===== src/rtl/param_rotator_if.sv =====
// Bus bundle for param_rotator: load/op controls toward the rotator, result and status back.
interface param_rotator_if #(
    parameter int WIDTH = 100,
    parameter int AMT_W = 7
);
    logic             load;
    logic [WIDTH-1:0] data;
    logic [1:0]       ena;
    logic             start;
    logic             dir;
    logic [1:0]       mode;
    logic [AMT_W-1:0] amount;
    logic [WIDTH-1:0] q;
    logic             busy;
    logic             done;

    modport master (output load, data, ena, start, dir, mode, amount,
                    input  q, busy, done);
    modport slave  (input  load, data, ena, start, dir, mode, amount,
                    output q, busy, done);
endinterface


===== src/rtl/param_rotator.sv =====
// Multi-cycle rotator/shifter moving up to STEP positions per clock.
// Define PARAM_ROTATOR_SHIFT_MODES_EN to enable logical/arithmetic shift modes; otherwise all ops rotate.
module param_rotator #(
    parameter int WIDTH = 100,
    parameter int AMT_W = 7,
    parameter int STEP  = 1
) (
    input  logic            clk,
    input  logic            reset,
    param_rotator_if.slave  bus
);
    typedef enum logic {IDLE, RUN} state_t;

    state_t           state, state_nxt;
    logic [AMT_W-1:0] rem, rem_nxt, m;
    logic [WIDTH-1:0] q, q_nxt, moved, rot_r, rot_l;
    logic             dir_r, dir_nxt;
    logic             done_r, done_nxt;

    // m never exceeds rem, so it always fits AMT_W even when STEP does not
    always_comb begin
        m = rem;
        if (32'(rem) > STEP) m = AMT_W'(STEP);
    end

    assign rot_r = WIDTH'({q, q} >> m);
    assign rot_l = WIDTH'(({q, q} << m) >> WIDTH);

`ifdef PARAM_ROTATOR_SHIFT_MODES_EN
    logic [1:0]       mode_r, mode_nxt;
    logic [WIDTH-1:0] shl, shr, sar;

    // Stepwise shifting saturates naturally once total amount reaches WIDTH
    assign shl = q << m;
    assign shr = q >> m;
    assign sar = WIDTH'($signed(q) >>> m);

    always_comb begin
        moved = dir_r ? rot_l : rot_r;
        case (mode_r)
            2'b01:   moved = dir_r ? shl : shr;
            2'b10:   moved = dir_r ? shl : sar;
            default: moved = dir_r ? rot_l : rot_r;
        endcase
    end

    always_ff @(posedge clk) begin
        if (reset) mode_r <= 2'b00;
        else       mode_r <= mode_nxt;
    end
`else
    wire unused_mode = ^bus.mode;

    assign moved = dir_r ? rot_l : rot_r;
`endif

    // state register
    always_ff @(posedge clk) begin
        if (reset) begin
            state  <= IDLE;
            rem    <= '0;
            q      <= '0;
            dir_r  <= 1'b0;
            done_r <= 1'b0;
        end else begin
            state  <= state_nxt;
            rem    <= rem_nxt;
            q      <= q_nxt;
            dir_r  <= dir_nxt;
            done_r <= done_nxt;
        end
    end

    // next-state
    always_comb begin
        state_nxt = state;
        if (bus.load)
            state_nxt = IDLE;
        else if (state == IDLE) begin
            if (bus.start && (bus.amount != '0)) state_nxt = RUN;
        end else if (rem == m)
            state_nxt = IDLE;
    end

    // datapath / outputs
    always_comb begin
        q_nxt    = q;
        rem_nxt  = rem;
        dir_nxt  = dir_r;
        done_nxt = 1'b0;
`ifdef PARAM_ROTATOR_SHIFT_MODES_EN
        mode_nxt = mode_r;
`endif
        if (bus.load) begin
            q_nxt   = bus.data;
            rem_nxt = '0;
        end else if (state == IDLE) begin
            if (bus.start) begin
                if (bus.amount == '0)
                    done_nxt = 1'b1;
                else begin
                    rem_nxt = bus.amount;
                    dir_nxt = bus.dir;
`ifdef PARAM_ROTATOR_SHIFT_MODES_EN
                    mode_nxt = bus.mode;
`endif
                end
            end else if (bus.ena == 2'b01)
                q_nxt = {q[0], q[WIDTH-1:1]};
            else if (bus.ena == 2'b10)
                q_nxt = {q[WIDTH-2:0], q[WIDTH-1]};
        end else begin
            q_nxt    = moved;
            rem_nxt  = rem - m;
            done_nxt = (rem == m);
        end
    end

    assign bus.q    = q;
    assign bus.busy = (state == RUN);
    assign bus.done = done_r;
endmodule


===== src/flat_wrapper.sv =====
// flat-port wrapper written by rule: the top's interface ports become plain ports
module param_rotator_flat 
#(
    parameter int WIDTH = 100,
    parameter int AMT_W = 7,
    parameter int STEP  = 1
)
  (clk, reset, bus_load, bus_data, bus_ena, bus_start, bus_dir, bus_mode, bus_amount, bus_q, bus_busy, bus_done);
  param_rotator_if #(.WIDTH(WIDTH), .AMT_W(AMT_W)) bus_i ();
  input  logic clk;
  input  logic reset;
  input wire logic [$bits(bus_i.load)-1:0] bus_load;
  input wire logic [$bits(bus_i.data)-1:0] bus_data;
  input wire logic [$bits(bus_i.ena)-1:0] bus_ena;
  input wire logic [$bits(bus_i.start)-1:0] bus_start;
  input wire logic [$bits(bus_i.dir)-1:0] bus_dir;
  input wire logic [$bits(bus_i.mode)-1:0] bus_mode;
  input wire logic [$bits(bus_i.amount)-1:0] bus_amount;
  output wire logic [$bits(bus_i.q)-1:0] bus_q;
  output wire logic [$bits(bus_i.busy)-1:0] bus_busy;
  output wire logic [$bits(bus_i.done)-1:0] bus_done;
  assign bus_i.load = bus_load;
  assign bus_i.data = bus_data;
  assign bus_i.ena = bus_ena;
  assign bus_i.start = bus_start;
  assign bus_i.dir = bus_dir;
  assign bus_i.mode = bus_mode;
  assign bus_i.amount = bus_amount;
  assign bus_q = bus_i.q;
  assign bus_busy = bus_i.busy;
  assign bus_done = bus_i.done;
  param_rotator #(.WIDTH(WIDTH), .AMT_W(AMT_W), .STEP(STEP)) u_core (.clk(clk), .reset(reset), .bus(bus_i));
endmodule

===== config.mk =====
export PLATFORM = sky130hd
export DESIGN_NAME = param_rotator_flat
export DESIGN_NICKNAME = d
export VERILOG_FILES = /design/src/rtl/param_rotator_if.sv /design/src/rtl/param_rotator.sv /design/src/flat_wrapper.sv
export SDC_FILE = /design/constraint.sdc
export NUM_CORES = 1
export LEC_CHECK = 0
export ABC_AREA = 1
export CAP_MARGIN = 30
export CELL_PAD_IN_SITES_DETAIL_PLACEMENT = 1
export CELL_PAD_IN_SITES_GLOBAL_PLACEMENT = 2
export CORE_ASPECT_RATIO = 1.1
export CORE_MARGIN = 3
export CORE_UTILIZATION = 27
export CTS_CLUSTER_SIZE = 25
export DETAILED_ROUTE_END_ITERATION = 7
export GPL_TIMING_DRIVEN = 0
export PLACE_DENSITY_LB_ADDON = 0.1
export SLEW_MARGIN = 40
export SYNTH_ARGS = -nofsm -noshare
export SYNTH_HDL_FRONTEND = slang
export SYNTH_SLANG_ARGS = --single-unit

===== constraint.sdc =====
create_clock -name clk -period 2.6 [get_ports clk]
set_clock_uncertainty 0.15 [all_clocks]
set_input_delay 0.52 -clock clk [delete_from_list [all_inputs] [get_ports clk]]
set_output_delay 0.52 -clock clk [all_outputs]
set_load 0.005 [all_outputs]

# Word level (Yosys, flattened, before mapping)
# Cells that the tools add are included.
[op_classes]
n_eq_ne = 5
n_reduce_logical = 9
shifts = 2
add_sub_neg = 1
bitwise_logic = 3
n_lt_le_gt_ge = 1
muxes = 16
[ops]
columns = ["cell", "count"]
rows = [
  ["$mux 100", 6],
  ["$shl 200x7->200", 1],
  ["$shr 200x7->100", 1],
  ["$mux 7", 4],
  ["$eq 7x7->1", 1],
  ["$gt 7x1->1 const B", 1],
  ["$logic_not 7->1", 1],
  ["$reduce_bool 7->1", 1],
  ["$sub 7x7->7", 1],
  ["$mux 1", 6],
  ["$reduce_and 2->1", 2],
  ["$reduce_and 4->1", 1],
  ["$reduce_bool 4->1", 1],
  ["$ne 3x2->1 const B", 1],
  ["$not 1->1", 3],
  ["$eq 2x1->1 const B", 1],
  ["$eq 2x2->1 const B", 1],
  ["$ne 2x1->1 const B", 1],
  ["$reduce_bool 2->1", 1],
  ["$reduce_or 2->1", 1],
  ["$logic_and 1x1->1", 1],
]
[totals]
wordCells = 42
register_bits = 110
out_inout_bits = 102

# Logic depth before layout (Yosys ltp)
# Gate-level depths: netlist of the first run.
[logic_depth]
word_depth = 6
mapped_depth = 13
depth_no_buf = 12

# Worst setup path before layout of the first run
# Ideal clock, no wire load.
[synth_path]
kind = "input port to flip-flop"
startpoint = "input bus_ena[0]"
endpoint = "register u_core.q[0], in the netlist u_core.bus.q[0]"
n_path_buf = 1
cell_stages = 9
arrival_time_ps = 1505
required_ps = 2318
path_slack_ps = 812
path_cell_list = "inv_1 > nor2_4 > o21ai_1 > nand2_1 > nor2_4 > clkbuf_1 > nor2_1 > nand2_1 > a21oi_1"
[synth_via]
elab_chain_cells = 5
word_cells_on_any_way = 8
classes_between = "eq/ne (2); mux (4); reduce/logical (2)"
[synth_lines]
columns = ["element", "line", "source"]
rows = [
  ["start, declared", "flat_wrapper.sv:14", "input wire logic [$bits(bus_i.ena)-1:0] bus_ena;"],
  ["$eq 2x1->1", "param_rotator.sv:108", "end else if (bus.ena == 2'b01)"],
  ["$mux 100", "param_rotator.sv:108", ""],
  ["$mux 100", "param_rotator.sv:98", "if (bus.start) begin"],
  ["$mux 100", "param_rotator.sv:97", "end else if (state == IDLE) begin"],
  ["$mux 100", "param_rotator.sv:94", "if (bus.load) begin"],
  ["end signal, assigned", "param_rotator.sv:68", "q <= q_nxt;"],
  ["end, declared", "param_rotator.sv:16", "logic [WIDTH-1:0] q, q_nxt, moved, rot_r, rot_l;"],
]
# Several ways; a longest one is shown, not always the timed one. The select of a mux whose other input is x is not followed.
# A chain may end at the register's enable or synchronous reset.

# Final worst setup path of the first run
[layout_path]
startpoint = "input bus_ena[0]"
endpoint = "register u_core.q[71], in the netlist u_core.bus.q[71]"
# Same word-level chain as after synthesis.

==> flow_metrics.tcl, run 1 <==
set metrics [dict create \
    grt.total_usage_pct 22.81 \
    clkTransAtPathRegs_ns 0.08 \
    p_clk_share_pct 27.6 \
    layout_common_cells "nand2_1, clkdlybuf4s50_1, a21oi_1" \
    area_growth_syn_to_layout_pct 33.37 \
    hold_ws_ns 0.3651 \
    p_total_mw 5.479 \
    r2r_end "u_core.bus.q[0]$_SDFFE_PP0P_" \
    synth_top_area_share_pct 26.25 \
    clockBufferDepth 2 \
    syn_area_mm2 0.008979 \
    syn_avg_cell_area_um2 5.650 \
    reg2reg_slack_ns 0.28 \
    std_cell_rows 69 \
    die-height_um 197.3 \
    postPlaceCellArea_mm2 0.01165 \
    fin_cells 2245 \
    htreeDepth 3 \
    boundaryPins 218 \
    grt_max_degree 16 \
    max_slew_margin_pct 39.22 \
    rsz0062_at_grt "false" \
    dr.first_iter.drc_count 521 \
    hold_class "register to register" \
    whs_path_depth 2 \
    layout_commonest_cell "nand2_1" \
    vdd_drop_max_v 0.0003163 \
    synth_edf_count 0 \
    cts_root_buf "clkbuf_16" \
    seq_power_share_pct 36.4 \
    globalplace.congestion 0.8501 \
    ff2ff_path_depth 9 \
    slew_viol_final 0 \
    cp-start-kind "input pin" \
    dieArea_mm2 0.03548 \
    maxCapViolCount 0 \
    setup_viol 0 \
    ys.warnings.count 0 \
    viasPerCell 5.127 \
    p_leak_nw 4.595 \
    ys_seq_elements 110 \
    numCtsBuffers 9 \
    utilization_pct 36.79 \
    critPathMaxFanout 10 \
    cp-end-kind "register" \
    dr.pass1.iters 7 \
    final-seq-area_mm2 0.002202 \
    preCtsSetupSlack_ns -0.2708 \
    ant_nets 0 \
    grt_pass1_wl_um 66010 \
    fin_area_mm2 0.01198 \
    cp.arrival_ns 2.58 \
    hpwl_um 31410 \
    insertion_delay_ns 0.38 \
    start_util_pct 27.59 \
    wl_per_cell_um 18.36 \
    worst_slack_ns 0.1686 \
    synth_nets 1707 \
    multi_input_comb_area_mm2 0.005901 \
    drt_wl_total_um 41210 \
    cp.required_ns 2.75 \
    synthDistinctLibCells 30 \
    power_frac_comb_pct 36.0 \
    outcome "completed" \
    fin_crit_sh_pct 93.51 \
    cts_hold_buf 0 \
    final_hold_viol_count 0 \
    antenna_found_initial 0 \
    intPower_mw 3.426 \
    fmax_ghz 0.4113 \
    grt_pass1_vias 11970 \
    cts_sinks 110 \
    whs_endpoint "u_core.rem[2]$_SDFFE_PP0P_" \
    nFillCells 4392 \
    p_sw_share_pct 37.48 \
    drc 0 \
    cts_tree "done" \
    fin_crit_ns 2.431 \
    worst-setup-path-type "input pin to register" \
    place_inst 2229 \
    vias 11510 \
    switchingPower_mw 2.054 \
    io_buffers 214 \
    fin_nets 1934 \
    max_slew.worst_pin.slew_ns 0.9118 \
    ys_top_cells_by_area "nand2_1, dfxtp_1, a21oi_1" \
    powerDensity_mw_per_mm2 457.5 \
    yosysSeqAreaShare_pct 24.53 \
    antennaDiodeCount 0 \
    async_reset_ff_share_pct 0 \
    synth_ff_type "dfxtp_1" \
    layout-drive-gt1-share_pct 4.123 \
    core_mm2 0.03255 \
    r2r_start "u_core.bus.busy$_SDFF_PP0_" \
    yosys.area.top_type "nand2_1" \
    overflow 0 \
    synthCells 1589 \
    fin_setup_tns_ns 0 \
    worstHoldStart "u_core.rem[2]$_SDFFE_PP0P_" \
    die_x_um 179.9 \
]
==> worst max-delay path, stage by stage <==
cell and delay [ns]:
clkdlybuf4s50_1 0.49, inv_1 0.07, nor2_4 0.25, o21ai_1 0.14
a21oi_1 0.23, clkbuf_4 0.28, buf_2 0.28, nand3_1 0.13
a21oi_1 0.17
==> worst max path at each step <==
stage               startpoint                       endpoint  slack [ns]  depth (start not counted)
floorplan           bus_ena[0]   u_core.bus.q[0]$_SDFFE_PP0P_        0.81                          9
detailed placement  bus_ena[1]  u_core.bus.q[37]$_SDFFE_PP0P_       -0.27                          9
global placement    bus_ena[1]  u_core.bus.q[97]$_SDFFE_PP0P_       -0.27                          9
global route        bus_ena[0]  u_core.bus.q[68]$_SDFFE_PP0P_        0.02                          9
finish              bus_ena[0]  u_core.bus.q[71]$_SDFFE_PP0P_        0.17                          9
CTS                 bus_ena[1]  u_core.bus.q[80]$_SDFFE_PP0P_        0.13                          9
==> layer usage <==
layer  track usage (%)  share of wire (%)  vias to the layer above
li1                  -                  -                     5758
met4             6.074                1.7                        0
met5                 0                  0                        -
met1             29.99                 47                     5504
met2             40.18                 49                      221
met3             2.173                3.2                       27
==> registers in the layout (all words and copies together) (netlist names) <==
signal and cells:
u_core.dir_r 1, u_core.rem 7, u_core.bus.busy 1, u_core.bus.q 100, u_core.bus.done 1
==> synthesized netlist by cell type, types with 2 or more instances <==
cell and count:
nand3_1 145, nor2_1 103, o211ai_1 67, nand2_1 628, a31oi_1 2, buf_2 37, inv_1 63, or2_2 2
a21oi_1 208, buf_1 16, ha_1 2, clkbuf_2 3, buf_6 9, dfxtp_1 110, a22oi_1 75, nor2_4 2
clkbuf_1 69, o21ai_0 35, inv_2 2
==> power by group through the flow <==
stage,Combinational (mW),Clock (mW),Sequential [mW]
2_1_floorplan,1.13,0,1.98
3_3_place_gp,1.95,0,2.04
3_5_place_dp,1.97,0,2.03
4_1_cts,1.98,1.56,2.00
5_1_grt,2.20,1.61,2.02
6_report,1.97,1.51,1.99
==> cell type report <==
class / count / share of cell area, %
tap: 426 / 4.451
inverter: 66 / 2.069
multi-input combinational: 1278 / 49.27
sequential: 110 / 18.39
clock inverter: 1 / 0.2508
buffer: 135 / 5.276
timing repair buffer: 216 / 18.12
clock buffer: 13 / 2.173
==> kinds of logic (layout without fill, tap and decap cells) <==
logic type	after synthesis	after routing	synth area share (%)
and+or+nand+nor	886	886	39.65
AOI/OAI and AO/OA	389	389	25.70
buffers and inverters	201	431	9.755
DFF	110	110	24.53
adders and majority gates	2	2	0.2787
xor gates and xnor gates	1	1	0.09757
==> repair_timing <==
item / in CTS / in global routing
gates resized for setup: 0 / 1
hold endpoints to repair: 0 / 0
buffers inserted: 0 / 2
setup endpoints to repair: 0 / 13
No activity file was read; power rests on OpenSTA's default activity.
==> inputs of run 2 (changes only) <==
CELL_PAD_IN_SITES_GLOBAL_PLACEMENT = 1   (was 2)
CORE_UTILIZATION = 37   (was 27)
CTS_BUF_LIST = sky130_fd_sc_hd__clkbuf_16   (was default)
==> run 2 against run 1 <==
Net effect:
- setup slack worse by 0.027 ns
- cell count down 5.4%
- combinational power about the same
- register-to-register slack better by 0.02 ns
- first-iteration DRC count up 37%
- maximum frequency down 1.1%
==> flow_metrics.tcl, run 2 (synthesis gave the netlist of run 1 again) <==
set metrics [dict create \
    globalplace.congestion 0.8829 \
    drt_wl_total_um 38990 \
    final_hold_viol_count 0 \
    r2r_start "u_core.bus.busy$_SDFF_PP0_" \
    clkTransAtPathRegs_ns 0.08 \
    overflow 0 \
    whs_path_depth 2 \
    powerDensity_mw_per_mm2 454.5 \
    grt_pass1_vias 12220 \
    seq_power_share_pct 37.3 \
    grt_max_degree 18 \
    cts_sinks 110 \
    fin_cells 2123 \
    max_slew_margin_pct 41.85 \
    cp-end-kind "register" \
    area_growth_syn_to_layout_pct 31.08 \
    grt_pass1_wl_um 62600 \
    largest_reg_flops 100 \
    p_clk_share_pct 26.2 \
    ff2ff_path_depth 7 \
    htreeDepth 3 \
    worstHoldStart "u_core.rem[2]$_SDFFE_PP0P_" \
    fmax_ghz 0.4068 \
    post-cts-setup-buffers 0 \
    reg_top3 "u_core.bus.q: 100 flops, u_core.rem: 7 flops" \
    largest-register "u_core.bus.q" \
    cts.repair.resized 0 \
    worst-setup-path-type "input pin to register" \
    layout_commonest_cell "nand2_1" \
    rsz0062_at_grt "false" \
    intPower_mw 3.272 \
    clockBufferDepth 2 \
    use_met3_pct 3.341 \
    fin_nets 1932 \
    ant_nets 0 \
    place_inst 2108 \
    antenna_found_initial 0 \
    cp.arrival_ns 2.60 \
    dieArea_mm2 0.02617 \
    wl_per_cell_um 18.37 \
    grt_busiest_layer "met2" \
    power_frac_comb_pct 36.5 \
    cts_tree "done" \
    dr.pass1.iters 5 \
    boundaryPins 218 \
    fin_crit_sh_pct 94.54 \
    vdd_drop_max_v 0.0002830 \
    layout-drive-gt1-share_pct 4.125 \
    vias 11990 \
    cts_hold_buf 0 \
    numCtsBuffers 9 \
    worstSetupStartpoint "bus_ena[1]" \
    std_cell_rows 59 \
    core_mm2 0.02377 \
    hold_class "register to register" \
    slew_viol_final 0 \
    antennaDiodeCount 0 \
    viasPerCell 5.649 \
    drc 0 \
    p_sw_share_pct 38.84 \
    setup_viol 0 \
    switchingPower_mw 2.078 \
    die-height_um 169.4 \
    outcome "completed" \
    hold_ws_ns 0.3754 \
    nFillCells 3364 \
    start_util_pct 37.77 \
    critPathMaxFanout 10 \
    cp.required_ns 2.74 \
    cp-start-kind "input pin" \
    insertion_delay_ns 0.37 \
    grt.total_usage_pct 28.82 \
    maxCapViolCount 0 \
    cts_root_buf "clkbuf_16" \
    hpwl_um 29130 \
    p_leak_nw 4.564 \
    fin_crit_ns 2.458 \
    grt.met1_usage_pct 36.11 \
    max_slew.worst_pin.slew_ns 0.8723 \
    io_buffers 214 \
    dr.first_iter.drc_count 714 \
    die_x_um 154.5 \
    use_met2_pct 50.85 \
    layout_common_cells "nand2_1, clkdlybuf4s50_1, a21oi_1" \
]
## run 2: per-layer routing
| metal | vias to the layer above | part of all wire (%) |
|---|---|---|
| li1 | 5757 | - |
| met1 | 5785 | 43 |
| met4 | 0 | 2.7 |
| met2 | 374 | 49 |
| met3 | 77 | 5.1 |
| met5 | - | 0 |
## run 2: final timing paths
check / slack, ns / endpoint
max reg2reg: 0.30 / u_core.bus.q[42]$_SDFFE_PP0P_
max: 0.14 / u_core.bus.q[80]$_SDFFE_PP0P_
min reg2reg: 0.38 / u_core.rem[2]$_SDFFE_PP0P_
min: 0.38 / u_core.rem[2]$_SDFFE_PP0P_
## run 2: power groups by stage
stage / Combinational [mW] / Sequential (mW) / Clock (mW)
floorplan: 1.13 / 1.98 / 0
global placement: 1.89 / 2.03 / 0
detailed placement: 1.94 / 2.03 / 0
CTS: 1.95 / 1.99 / 1.41
global route: 2.16 / 2.02 / 1.48
finish: 1.95 / 1.99 / 1.40
## run 2: critical path, cell delays in order
cell	delay, ns
clkdlybuf4s50_1	0.52
nor2_4	0.10
o21ai_1	0.18
nand2_1	0.11
nor2_4	0.36
buf_6	0.23
buf_2	0.30
nand2_1	0.09
a21oi_1	0.18
## run 2: layout make-up
| class | instances | area [um^2] | area share, % |
|---|---|---|---|
| clock inverters | 6 | 40.04 | 0.3402 |
| flip-flops and latches | 110 | 2202 | 18.71 |
| well taps | 305 | 381.6 | 3.243 |
| clock buffers | 9 | 225.2 | 1.914 |
| inverters | 66 | 247.7 | 2.105 |
| repair buffers | 214 | 2142 | 18.20 |
| plain buffers | 135 | 629.4 | 5.348 |
| multi-input cells | 1278 | 5901 | 50.14 |
## run 2: stage by stage
stage	setup slack [ns]	total power, mW	area (um^2)	setup TNS, ns	utilization (%)
after floorplan	0.8123	3.109	8979	0	-
after global placement	-0.1708	3.916	11500	-11.17	48.39
after detailed placement	-0.2643	3.963	11500	-16.97	48.39
after CTS	0.1283	5.350	11770	0	49.51
after global routing	0.01947	5.653	11770	0	49.51
final	0.1421	5.349	11770	0	49.51
